$ cat config.mk
export PLATFORM = sky130hd
export DESIGN_NAME = mcm_stream_pack
export DESIGN_NICKNAME = d
export VERILOG_FILES = /design/src/rtl/mcm_pkg.sv /design/src/rtl/mcm_field_extract.sv /design/src/rtl/mcm_stream_pack.sv
export SDC_FILE = /design/constraint.sdc
export NUM_CORES = 1
export LEC_CHECK = 0
export CORE_UTILIZATION = 64
export DETAILED_ROUTE_END_ITERATION = 8
export PLACE_DENSITY_LB_ADDON = 0.12
export SLEW_MARGIN = 40
export SYNTH_ARGS = -nofsm -noshare
export SYNTH_HDL_FRONTEND = slang
export SYNTH_SLANG_ARGS = --single-unit
$ cat constraint.sdc
create_clock -name clk -period 14.5 [get_ports clk]
set_clock_uncertainty 0.05 [all_clocks]
set_input_delay 2.9 -clock clk [delete_from_list [all_inputs] [get_ports clk]]
set_output_delay 2.9 -clock clk [all_outputs]
set_load 0.05 [all_outputs]
$ cat src/rtl/mcm_pkg.sv
// Shared definitions for the streaming multiple-constant multiplier.
// Contents:
//   slice_w     - per-channel result width (data width + constant width)
//   mcm_state_e - constant-reload FSM states
//   pack_consts - packs the constant bank into one wide multiplier operand
package mcm_pkg;

    // Upper bound on NUM_CONST*slice_w() supported by pack_consts.
    localparam int unsigned PACK_MAX_W = 512;

    typedef enum logic [1:0] {
        RUN   = 2'd0,
        DRAIN = 2'd1,
        SWAP  = 2'd2
    } mcm_state_e;

    function automatic int unsigned slice_w(input int unsigned data_w,
                                            input int unsigned const_w);
        return data_w + const_w;
    endfunction

    // A = sum over k of C_k << (k*s); constant k sits at bank[k*const_w +: const_w].
    function automatic logic [PACK_MAX_W-1:0] pack_consts(
        input logic [PACK_MAX_W-1:0] bank,
        input int unsigned           num_const,
        input int unsigned           const_w,
        input int unsigned           s
    );
        logic [PACK_MAX_W-1:0] a;
        logic [PACK_MAX_W-1:0] mask;
        a    = '0;
        mask = (PACK_MAX_W'(1) << const_w) - PACK_MAX_W'(1);
        for (int unsigned k = 0; k < num_const; k++) begin
            a = a | (((bank >> (k * const_w)) & mask) << (k * s));
        end
        return a;
    endfunction

endpackage

$ cat src/rtl/mcm_field_extract.sv
// Splits the packed product P = X*A into per-channel results.
// Field k>0 is corrected by adding the sign bit of the lower fields, which is
// the borrow left behind when the lower partial sum is negative.
// Ports:
//   p        in  NUM_CONST*S  packed product
//   fields_c out NUM_CONST*S  channel k = X*C_k at [k*S +: S] (combinational)
module mcm_field_extract
    import mcm_pkg::*;
#(
    parameter int unsigned S         = 12,
    parameter int unsigned NUM_CONST = 2
) (
    input  logic [NUM_CONST*S-1:0] p,
    output logic [NUM_CONST*S-1:0] fields_c
);

    // Borrow-corrected slicing.
    always_comb begin
        fields_c        = '0;
        fields_c[0 +: S] = p[0 +: S];
        for (int unsigned k = 1; k < NUM_CONST; k++) begin
            fields_c[k*S +: S] = p[k*S +: S] + S'(p[k*S-1]);
        end
    end

endmodule

$ cat src/rtl/mcm_stream_pack.sv
// Streaming multiple-constant multiplier: each signed sample X is multiplied
// by NUM_CONST unsigned runtime-reloadable constants using one packed wide
// multiply, then split into per-channel signed results.
// Ports:
//   clk, rst_n            clock, asynchronous active-low reset
//   in_valid/in_ready     sample handshake, in_data = signed X
//   out_valid/out_ready   result handshake, out_data channel k at [k*S +: S]
//   cfg_we/cfg_idx/cfg_data  shadow constant write
//   cfg_commit            request shadow->active copy; cfg_busy while reloading
module mcm_stream_pack
    import mcm_pkg::*;
#(
    parameter int unsigned DATA_W    = 8,
    parameter int unsigned NUM_CONST = 2,
    parameter int unsigned CONST_W   = 4,
    parameter logic [NUM_CONST*CONST_W-1:0] INIT_CONSTS = {4'd9, 4'd11}
) (
    input  logic                                        clk,
    input  logic                                        rst_n,
    input  logic                                        in_valid,
    output logic                                        in_ready,
    input  logic [DATA_W-1:0]                           in_data,
    output logic                                        out_valid,
    input  logic                                        out_ready,
    output logic [NUM_CONST*(DATA_W+CONST_W)-1:0]       out_data,
    input  logic                                        cfg_we,
    input  logic [((NUM_CONST > 1) ? $clog2(NUM_CONST) : 1)-1:0] cfg_idx,
    input  logic [CONST_W-1:0]                          cfg_data,
    input  logic                                        cfg_commit,
    output logic                                        cfg_busy
);

    localparam int unsigned S      = slice_w(DATA_W, CONST_W);
    localparam int unsigned PW     = NUM_CONST * S;
    localparam int unsigned BANK_W = NUM_CONST * CONST_W;

    mcm_state_e state_q, state_d;

    logic [BANK_W-1:0]        shadow_q;
    logic [BANK_W-1:0]        active_q;
    logic                     v1_q;
    logic                     v2_q;
    logic signed [DATA_W-1:0] x1_q;
    logic [PW-1:0]            p2_q;

    logic                     adv_c;
    logic                     accept_c;
    logic [PACK_MAX_W-1:0]    a_full_c;
    logic [PW-1:0]            a_c;
    logic [PW-1:0]            x_ext_c;
    logic [PW-1:0]            p_c;
    logic [PW-1:0]            fields_c;
    logic                     unused_pack_hi;

    // Whole pipeline advances together; a stalled output freezes every stage.
    assign adv_c    = !out_valid || out_ready;
    assign in_ready = adv_c && (state_q == RUN);
    assign accept_c = in_valid && in_ready;

    // Packed multiply: sign-extending X to PW bits makes the modulo-2^PW
    // unsigned product equal to the signed x unsigned product.
    assign a_full_c       = pack_consts(PACK_MAX_W'(active_q), NUM_CONST, CONST_W, S);
    assign a_c            = a_full_c[PW-1:0];
    assign unused_pack_hi = ^a_full_c[PACK_MAX_W-1:PW];
    assign x_ext_c        = PW'(x1_q);
    assign p_c            = x_ext_c * a_c;

    mcm_field_extract #(
        .S         (S),
        .NUM_CONST (NUM_CONST)
    ) u_extract (
        .p        (p2_q),
        .fields_c (fields_c)
    );

    // Three-stage datapath: S1 = X, S2 = P, S3 = extracted fields.
    always_ff @(posedge clk or negedge rst_n) begin
        if (!rst_n) begin
            v1_q      <= 1'b0;
            v2_q      <= 1'b0;
            out_valid <= 1'b0;
            x1_q      <= '0;
            p2_q      <= '0;
            out_data  <= '0;
        end else if (adv_c) begin
            v1_q      <= accept_c;
            v2_q      <= v1_q;
            out_valid <= v2_q;
            if (accept_c) begin
                x1_q <= in_data;
            end
            if (v1_q) begin
                p2_q <= p_c;
            end
            if (v2_q) begin
                out_data <= fields_c;
            end
        end
    end

    // Constant banks; the active bank only changes in SWAP, when the pipeline is empty.
    always_ff @(posedge clk or negedge rst_n) begin
        if (!rst_n) begin
            shadow_q <= INIT_CONSTS;
            active_q <= INIT_CONSTS;
        end else begin
            if (cfg_we && (32'(cfg_idx) < NUM_CONST)) begin
                shadow_q[32'(cfg_idx) * CONST_W +: CONST_W] <= cfg_data;
            end
            if (state_q == SWAP) begin
                active_q <= shadow_q;
            end
        end
    end

    // Reload FSM state register; busy is registered from the next state.
    always_ff @(posedge clk or negedge rst_n) begin
        if (!rst_n) begin
            state_q  <= RUN;
            cfg_busy <= 1'b0;
        end else begin
            state_q  <= state_d;
            cfg_busy <= (state_d != RUN);
        end
    end

    // Reload FSM next state: drain the pipeline, then swap banks for one cycle.
    always_comb begin
        state_d = state_q;
        unique case (state_q)
            RUN:     if (cfg_commit) state_d = DRAIN;
            DRAIN:   if (!v1_q && !v2_q && !out_valid) state_d = SWAP;
            SWAP:    state_d = RUN;
            default: state_d = RUN;
        endcase
    end

endmodule

==> metrics.txt, run 1 <==
result of the run=complete, but fails checks; failing checks=DRC; Cell variety after synth=54; Reg clk slew, reported paths=0.08 ns; Hold WS=0.4278 ns; width of the chip=98.10 um; Synth Instances=576; Yosys Warn Count=0; cells resized by post-CTS repair=0; maximum capacitance violations=0; final-layout fill cell count=619; aggregate routed wire length=11.66 mm; remaining antenna violation count after routing=0; Detail Placement HPWL=8.476 mm; number of setup violations in the final report=0; total congestion overflow after global routing=0; post-route insts no fill=733; Fin Setup TNS=0 ns; pin count of the biggest net entering global routing=79; Seq cells post-synth=78; largest driver fanout on the critical path=3; Post-synth top cells=sky130_fd_sc_hd__ha_1 (79), sky130_fd_sc_hd__nand2_1 (73), sky130_fd_sc_hd__dfrtp_1 (68); Critical Path Start Type=input port; worst r2r src=x1_q[7]; wire length per cell after detailed routing=15.91 um; post-synth top area cell=sky130_fd_sc_hd__dfrtp_1; combined area of all synthesized cells=5911 sq um; WP data arrival=4.50 ns; share of final-layout standard cells stronger than drive strength 1=0.1184; count of buffers from port buffering=45; buffers and inverters on the worst path=2; library cell used as clock root buffer=sky130_fd_sc_hd__clkbuf_8; HP Start=p2_q[0]; iteration count of the initial detailed-routing pass=7; endpoint kind of the worst setup timing path=output port; Top FF cell, synth=sky130_fd_sc_hd__dfrtp_1; pin slew with the least headroom to its limit=roughly 0.8 ns; kind of cell adding the most delay to the critical path=buffers and inverters; H-tree lvl count=3; Tightest Hold Check Type=flip-flop to flip-flop; Critical path origin=out_ready; Seq. cell area=1964 sq um; crit path kind=input port to output port; Fmax achieved=approximately 130 MHz; via count of the first global-routing pass=around 4,400; fin crit share=0.5140; Hold Fails Final Rpt=0; number of design-rule violations left by the first detailed-router iteration=140; global-route usage over all layers=0.2693; layout-stage area growth over the synthesis result=13.72%; total number of clock tree sinks=78; synthesized netlist net count=703; relative slew slack=0.4728; hold buffers post-CTS=0; most repeated library cell on the critical path=sky130_fd_sc_hd__clkdlybuf4s50_1; RSZ-0062 raised after global routing=no; critical path's slowest cell=sky130_fd_sc_hd__clkdlybuf4s50_1; worst-path cell chain=clkdlybuf4s50_1 -> nor2b_1 -> nor3_1 -> clkdlybuf4s50_1; Top-Level Pins=between 40 and 50; share of flip-flops with an asynchronous set or reset=1.000; Max Slew Vio Count=0; instance count after placement with tap cells included=719; final layout net count=749; area of combinational cells with multiple inputs=3736 sq um; total die area=9624 sq um; clock buffer count from CTS=9; endpoint required time on the critical path=11.55 ns; insertion delay of the later-clocked pin in the worst-skew pair=0.35 ns; first-pass GRT wire length=20.36 mm; Rows=34; number of antenna violations at the first check in global routing=0; drc violations=1; longest individual stage delay on the worst path=0.85 ns; final critical path time including I/O delays and setup=7.453 ns; buffer depth of the longest clock path=2; vertical die dimension=about 100 um; post-detailed-placement cell area=6464 sq um; vias after detailed routing=4,294; mean instance size in the synthesized netlist=10.26 sq um; post-route cell area=~6700 sq um; Starting Density=0.6680; area share of the largest cell type after synthesis=0.2879; placer's final routability congestion estimate=0.8570; Inserted Diodes=0; sequential fraction of the synthesis area=0.3323; Via density=5.858; clock tree from TritonCTS=built; Post-CTS Repair Setup Buffers=0; top cells by area in the synthesized netlist=sky130_fd_sc_hd__dfrtp_1 (29%), sky130_fd_sc_hd__ha_1 (17%), sky130_fd_sc_hd__fa_1 (9.8%), sky130_fd_sc_hd__mux2_2 (7.2%), sky130_fd_sc_hd__and2_1 (4.8%); most frequent cell after synthesis=sky130_fd_sc_hd__ha_1; core box area=~8800 sq um; number of flops mapped to enable cells by yosys=0
-- placed cells by master (no fill, tap or decap), types with 10 or more instances in the layout --
cell type                         synthesis  final
sky130_fd_sc_hd__a21oi_1                 13     13
sky130_fd_sc_hd__and2_1                  45     45
sky130_fd_sc_hd__clkbuf_8                 0     10
sky130_fd_sc_hd__clkdlybuf4s50_1          0     44
sky130_fd_sc_hd__dfrtp_1                 68     68
sky130_fd_sc_hd__dfstp_2                 10     10
sky130_fd_sc_hd__fa_1                    29     29
sky130_fd_sc_hd__ha_1                    79     79
sky130_fd_sc_hd__inv_1                   43     43
sky130_fd_sc_hd__mux2_2                  38     38
sky130_fd_sc_hd__nand2_1                 73     73
sky130_fd_sc_hd__nand3_1                 13     13
sky130_fd_sc_hd__nor2_1                  18     18
sky130_fd_sc_hd__o21ai_0                 25     25
sky130_fd_sc_hd__xnor2_1                 11     11
sky130_fd_sc_hd__xor2_1                  10     10
-- registers in the layout (all words and copies together) (netlist names) --
| name | cells |
|---|---|
| state_q | 2 |
| v1_q | 1 |
| cfg_busy | 1 |
| p2_q | 24 |
| out_data | 24 |
| out_valid | 1 |
| shadow_q | 8 |
| v2_q | 1 |
| active_q | 8 |
| x1_q | 8 |
-- metal layers --
metal | track usage | part of all wire | routed length [um]
met1 | 0.3359 | 0.42 | 4936
met2 | 0.4816 | 0.53 | 6198
met3 | 0.04295 | 0.032 | 376
met4 | 0.07925 | 0.013 | 149
met5 | 0 | 0 | 0
-- path summary, 6_finish.rpt --
kind	to	slack (ns)	depth (start not counted)
hold / removal	p2_q[0]	0.43	2
max in group asynchronous	active_q[6]	11.38	1
setup / recovery	in_ready	7.05	4
setup reg to reg	p2_q[19]	9.52	13
min in group asynchronous	out_data[20]	2.51	1
hold reg to reg	p2_q[0]	0.43	2
-- through the flow --
stage	util	setup WS, ns
CTS	0.7596	7.058
detailed placement	0.7305	7.076
global placement	0.7301	7.068
floorplan	-	7.506
finish	0.7596	7.047
global route	0.7596	6.975
-- cells by family (layout without fill, tap and decap cells) --
family / count (synthesis) / in the layout / share of synthesized area
and+or+nand+nor: 198 / 198 / 0.1729
adders and majority gates: 108 / 108 / 0.2655
DFF: 78 / 78 / 0.3323
AOI/OAI and AO/OA: 76 / 76 / 0.08679
buffers and inverters: 55 / 104 / 0.03556
muxes: 40 / 40 / 0.07578
xor gates and xnor gates: 21 / 21 / 0.03112
-- layout make-up --
class                      count  share of cell area
sequential                    78              0.2923
inverter                      43             0.02401
clock buffer                  10             0.02048
timing repair buffer          47             0.06943
multi-input combinational    443              0.5558
tap                          108             0.02010
clock inverter                 4             0.01787
-- worst register-to-register path, delay by kind of cell, from the launching register on --
kind	cells	cell delay, ns
adder cells (fa/ha/maj)	5	2.40
AO/OA/AOI/OAI	5	1.25
flip-flops	1	0.82
AND/OR/NAND/NOR	2	0.30
buffers and inverters	1	0.06
Power of run 1 is left out: the tool's default activity adds up to more than one toggle a clock period on the data nets, which glitch-free logic cannot reach.
==> run 2: changes to the inputs <==
Settings changed: CORE_UTILIZATION 64 to 54.
Clock period 14.5 ns to 6.7 ns, I/O delays scaled along.
==> run 2 against run 1 <==
  * Register-to-register slack got worse by 7.8 ns
  * Highest routed layer unchanged
  * Sequential share of layout area fell by 0.14 points
  * Via count down 2.1%
  * Sequential cell count unchanged
  * Hold slack lost 0.0093 ns
  * Final area grew 0.48%
  * First-iteration DRC count grew 18%
  * The flow now finishes without violations
  * Worst setup slack got worse by 5.3 ns
  * Core utilization is 11 points lower
==> metrics.txt, run 2 (synthesis gave the netlist of run 1 again) <==
result of the run=completed; number of antenna violations at the first check in global routing=0 (unchanged); longest individual stage delay on the worst path=0.80 ns (-0.05 ns); iteration count of the initial detailed-routing pass=4 (-3); Hold Fails Final Rpt=0 (unchanged); largest driver fanout on the critical path=19 (+16); vias after detailed routing=4,205 (-2.1%); core box area=10,460 sq um (+18%); HP Start=p2_q[0]; pin count of the biggest net entering global routing=79 (unchanged); buffers and inverters on the worst path=1 (-1); global-route usage over all layers=0.2153 (-0.05402); Starting Density=0.5649 (-0.1030); depth of the worst hold-timing path=2 (unchanged); number of setup violations in the final report=0 (unchanged); endpoint kind of the worst setup timing path=flip-flop; largest registers in the final layout=out_data x24, p2_q x24; clock tree from TritonCTS=built; pin slew with the least headroom to its limit=0.7611 ns (-0.02810 ns); clock buffer count from CTS=9 (unchanged); Top-Level Pins=46 (unchanged); total congestion overflow after global routing=0 (unchanged); most repeated library cell on the critical path=sky130_fd_sc_hd__fa_1; worst-path cell chain=nand2b_1 -> fa_1 -> fa_1 -> inv_1 -> fa_1 -> fa_1 -> ha_1 -> a21o_1 -> a31oi_1 -> a21oi_2 -> o211ai_1 -> nand2_1 -> a221o_1; share of final-layout standard cells stronger than drive strength 1=0.1164 (-0.001973); relative slew slack=0.4915 (+0.01877); endpoint required time on the critical path=6.90 ns (-4.65 ns); library cell used as clock root buffer=sky130_fd_sc_hd__clkbuf_8; fin crit share=0.7420; final critical path time including I/O delays and setup=4.971 ns; Post-CTS Repair Setup Buffers=0 (unchanged); WP data arrival=5.17 ns (+0.67 ns); vertical die dimension=106.6 um (+8.7%); final layout net count=749 (unchanged); Fmax achieved=around 200 MHz; crit path kind=flip-flop to flip-flop; top library cells by usage in the layout, fill and taps aside=sky130_fd_sc_hd__ha_1 (79), sky130_fd_sc_hd__nand2_1 (73), sky130_fd_sc_hd__dfrtp_1 (68), sky130_fd_sc_hd__and2_1 (45), sky130_fd_sc_hd__clkdlybuf4s50_1 (44); Detail Placement HPWL=8.489 mm (+0.15%); first-pass GRT wire length=19.30 mm (-5.2%); width of the chip=106.6 um (+8.7%); cells resized by post-CTS repair=0 (unchanged); buffer depth of the longest clock path=2 (unchanged); register-to-register path setup slack=1.73 ns (-7.79 ns); maximum capacitance violations=0 (unchanged); placer's final routability congestion estimate=0.8496 (-0.86%); final-layout fill cell count=874 (+41%); Max Slew Vio Count=0 (unchanged); total die area=11,370 sq um (+18%); Inserted Diodes=0 (unchanged); number of design-rule violations left by the first detailed-router iteration=165 (+18%); wire length per cell after detailed routing=14.91 um (-6.3%); post-route cell area=6754 sq um (+0.48%); critical path's slowest cell=sky130_fd_sc_hd__dfrtp_1; Reg clk slew, reported paths=0.09 ns (about the same); aggregate routed wire length=11.38 mm (-2.4%); leading cell type in the layout, fill and taps excluded=sky130_fd_sc_hd__ha_1; layout-stage area growth over the synthesis result=14.27%; WP depth=13 (+9); Rows=37 (+8.8%); instance count after placement with tap cells included=747 (+3.9%); worst r2r src=x1_q[7]; drc violations=0 (-1); via count of the first global-routing pass=4,159 (-5.3%); total number of clock tree sinks=78 (unchanged); insertion delay of the later-clocked pin in the worst-skew pair=0.36 ns (about the same); capture instance of the worst register-to-register path=p2_q[19]; Fin Setup TNS=0 ns (unchanged); depth of the most critical reg-to-reg path=13 (unchanged); RSZ-0062 raised after global routing=no; Critical Path Start Type=flip-flop; kind of cell adding the most delay to the critical path=adder cells; post-route insts no fill=763 (+4.1%); Tightest Hold Check Type=flip-flop to flip-flop; hold buffers post-CTS=0 (unchanged); Via density=5.511 (-5.9%); remaining antenna violation count after routing=0 (unchanged); H-tree lvl count=3 (unchanged); hold-critical path endpoint=p2_q[0]; post-detailed-placement cell area=6499 sq um (+0.54%); count of buffers from port buffering=45 (unchanged)
## run 2: cell count changes in the layout (fill, tap and decap cells not counted)
cell,previous run,this run
sky130_fd_sc_hd__clkbuf_1,0,3
sky130_fd_sc_hd__clkbuf_8,10,9
## run 2: layout make-up
| type | instances | area [sq um] | area share |
|---|---|---|---|
| timing repair buffer | 47 | 466.7 | 0.06910 |
| clock inverter | 4 | 120.1 | 0.01778 |
| inverter | 43 | 161.4 | 0.02390 |
| sequential | 78 | 1964 | 0.2908 |
| tap | 136 | 170.2 | 0.02519 |
| multi-input combinational | 443 | 3736 | 0.5532 |
| clock buffer | 12 | 135.1 | 0.02001 |
## run 2: routing by layer
metal	share of wire	vias to the layer above	global-route usage
met4	0.0097	0	0.05479
met3	0.029	10	0.04073
met2	0.50	64	0.3650
met1	0.46	2073	0.2836
met5	0	-	0
li1	-	2058	-
## run 2: worst max-delay path by stage
stage,start,to
floorplan,x1_q[7],p2_q[22]
detailed placement,x1_q[7],p2_q[19]
global route,x1_q[7],p2_q[19]
finish,x1_q[7],p2_q[19]
global placement,x1_q[7],p2_q[22]
CTS,x1_q[7],p2_q[19]
## run 2: per-stage QoR
step | hold slack (ns) | utilization | worst slack, ns
finish | 0.4185 | 0.6455 | 1.729
global route | 0.4559 | 0.6455 | 1.449
CTS | 0.4248 | 0.6455 | 1.684
detailed placement | 0.4074 | 0.6211 | 1.729
global placement | 0.4046 | 0.6208 | 1.937
floorplan | 0.3848 | - | 2.101
## run 2: worst register-to-register path, cell delays in order, from the launching register on
cell	delay, ns
sky130_fd_sc_hd__dfrtp_1	0.80
sky130_fd_sc_hd__nand2b_1	0.20
sky130_fd_sc_hd__fa_1	0.54
sky130_fd_sc_hd__fa_1	0.54
sky130_fd_sc_hd__inv_1	0.06
sky130_fd_sc_hd__fa_1	0.44
sky130_fd_sc_hd__fa_1	0.48
sky130_fd_sc_hd__ha_1	0.37
sky130_fd_sc_hd__a21o_1	0.22
sky130_fd_sc_hd__a31oi_1	0.28
sky130_fd_sc_hd__a21oi_2	0.15
sky130_fd_sc_hd__o211ai_1	0.29
sky130_fd_sc_hd__nand2_1	0.11
sky130_fd_sc_hd__a221o_1	0.31
Power of run 2 is left out for the same reason.
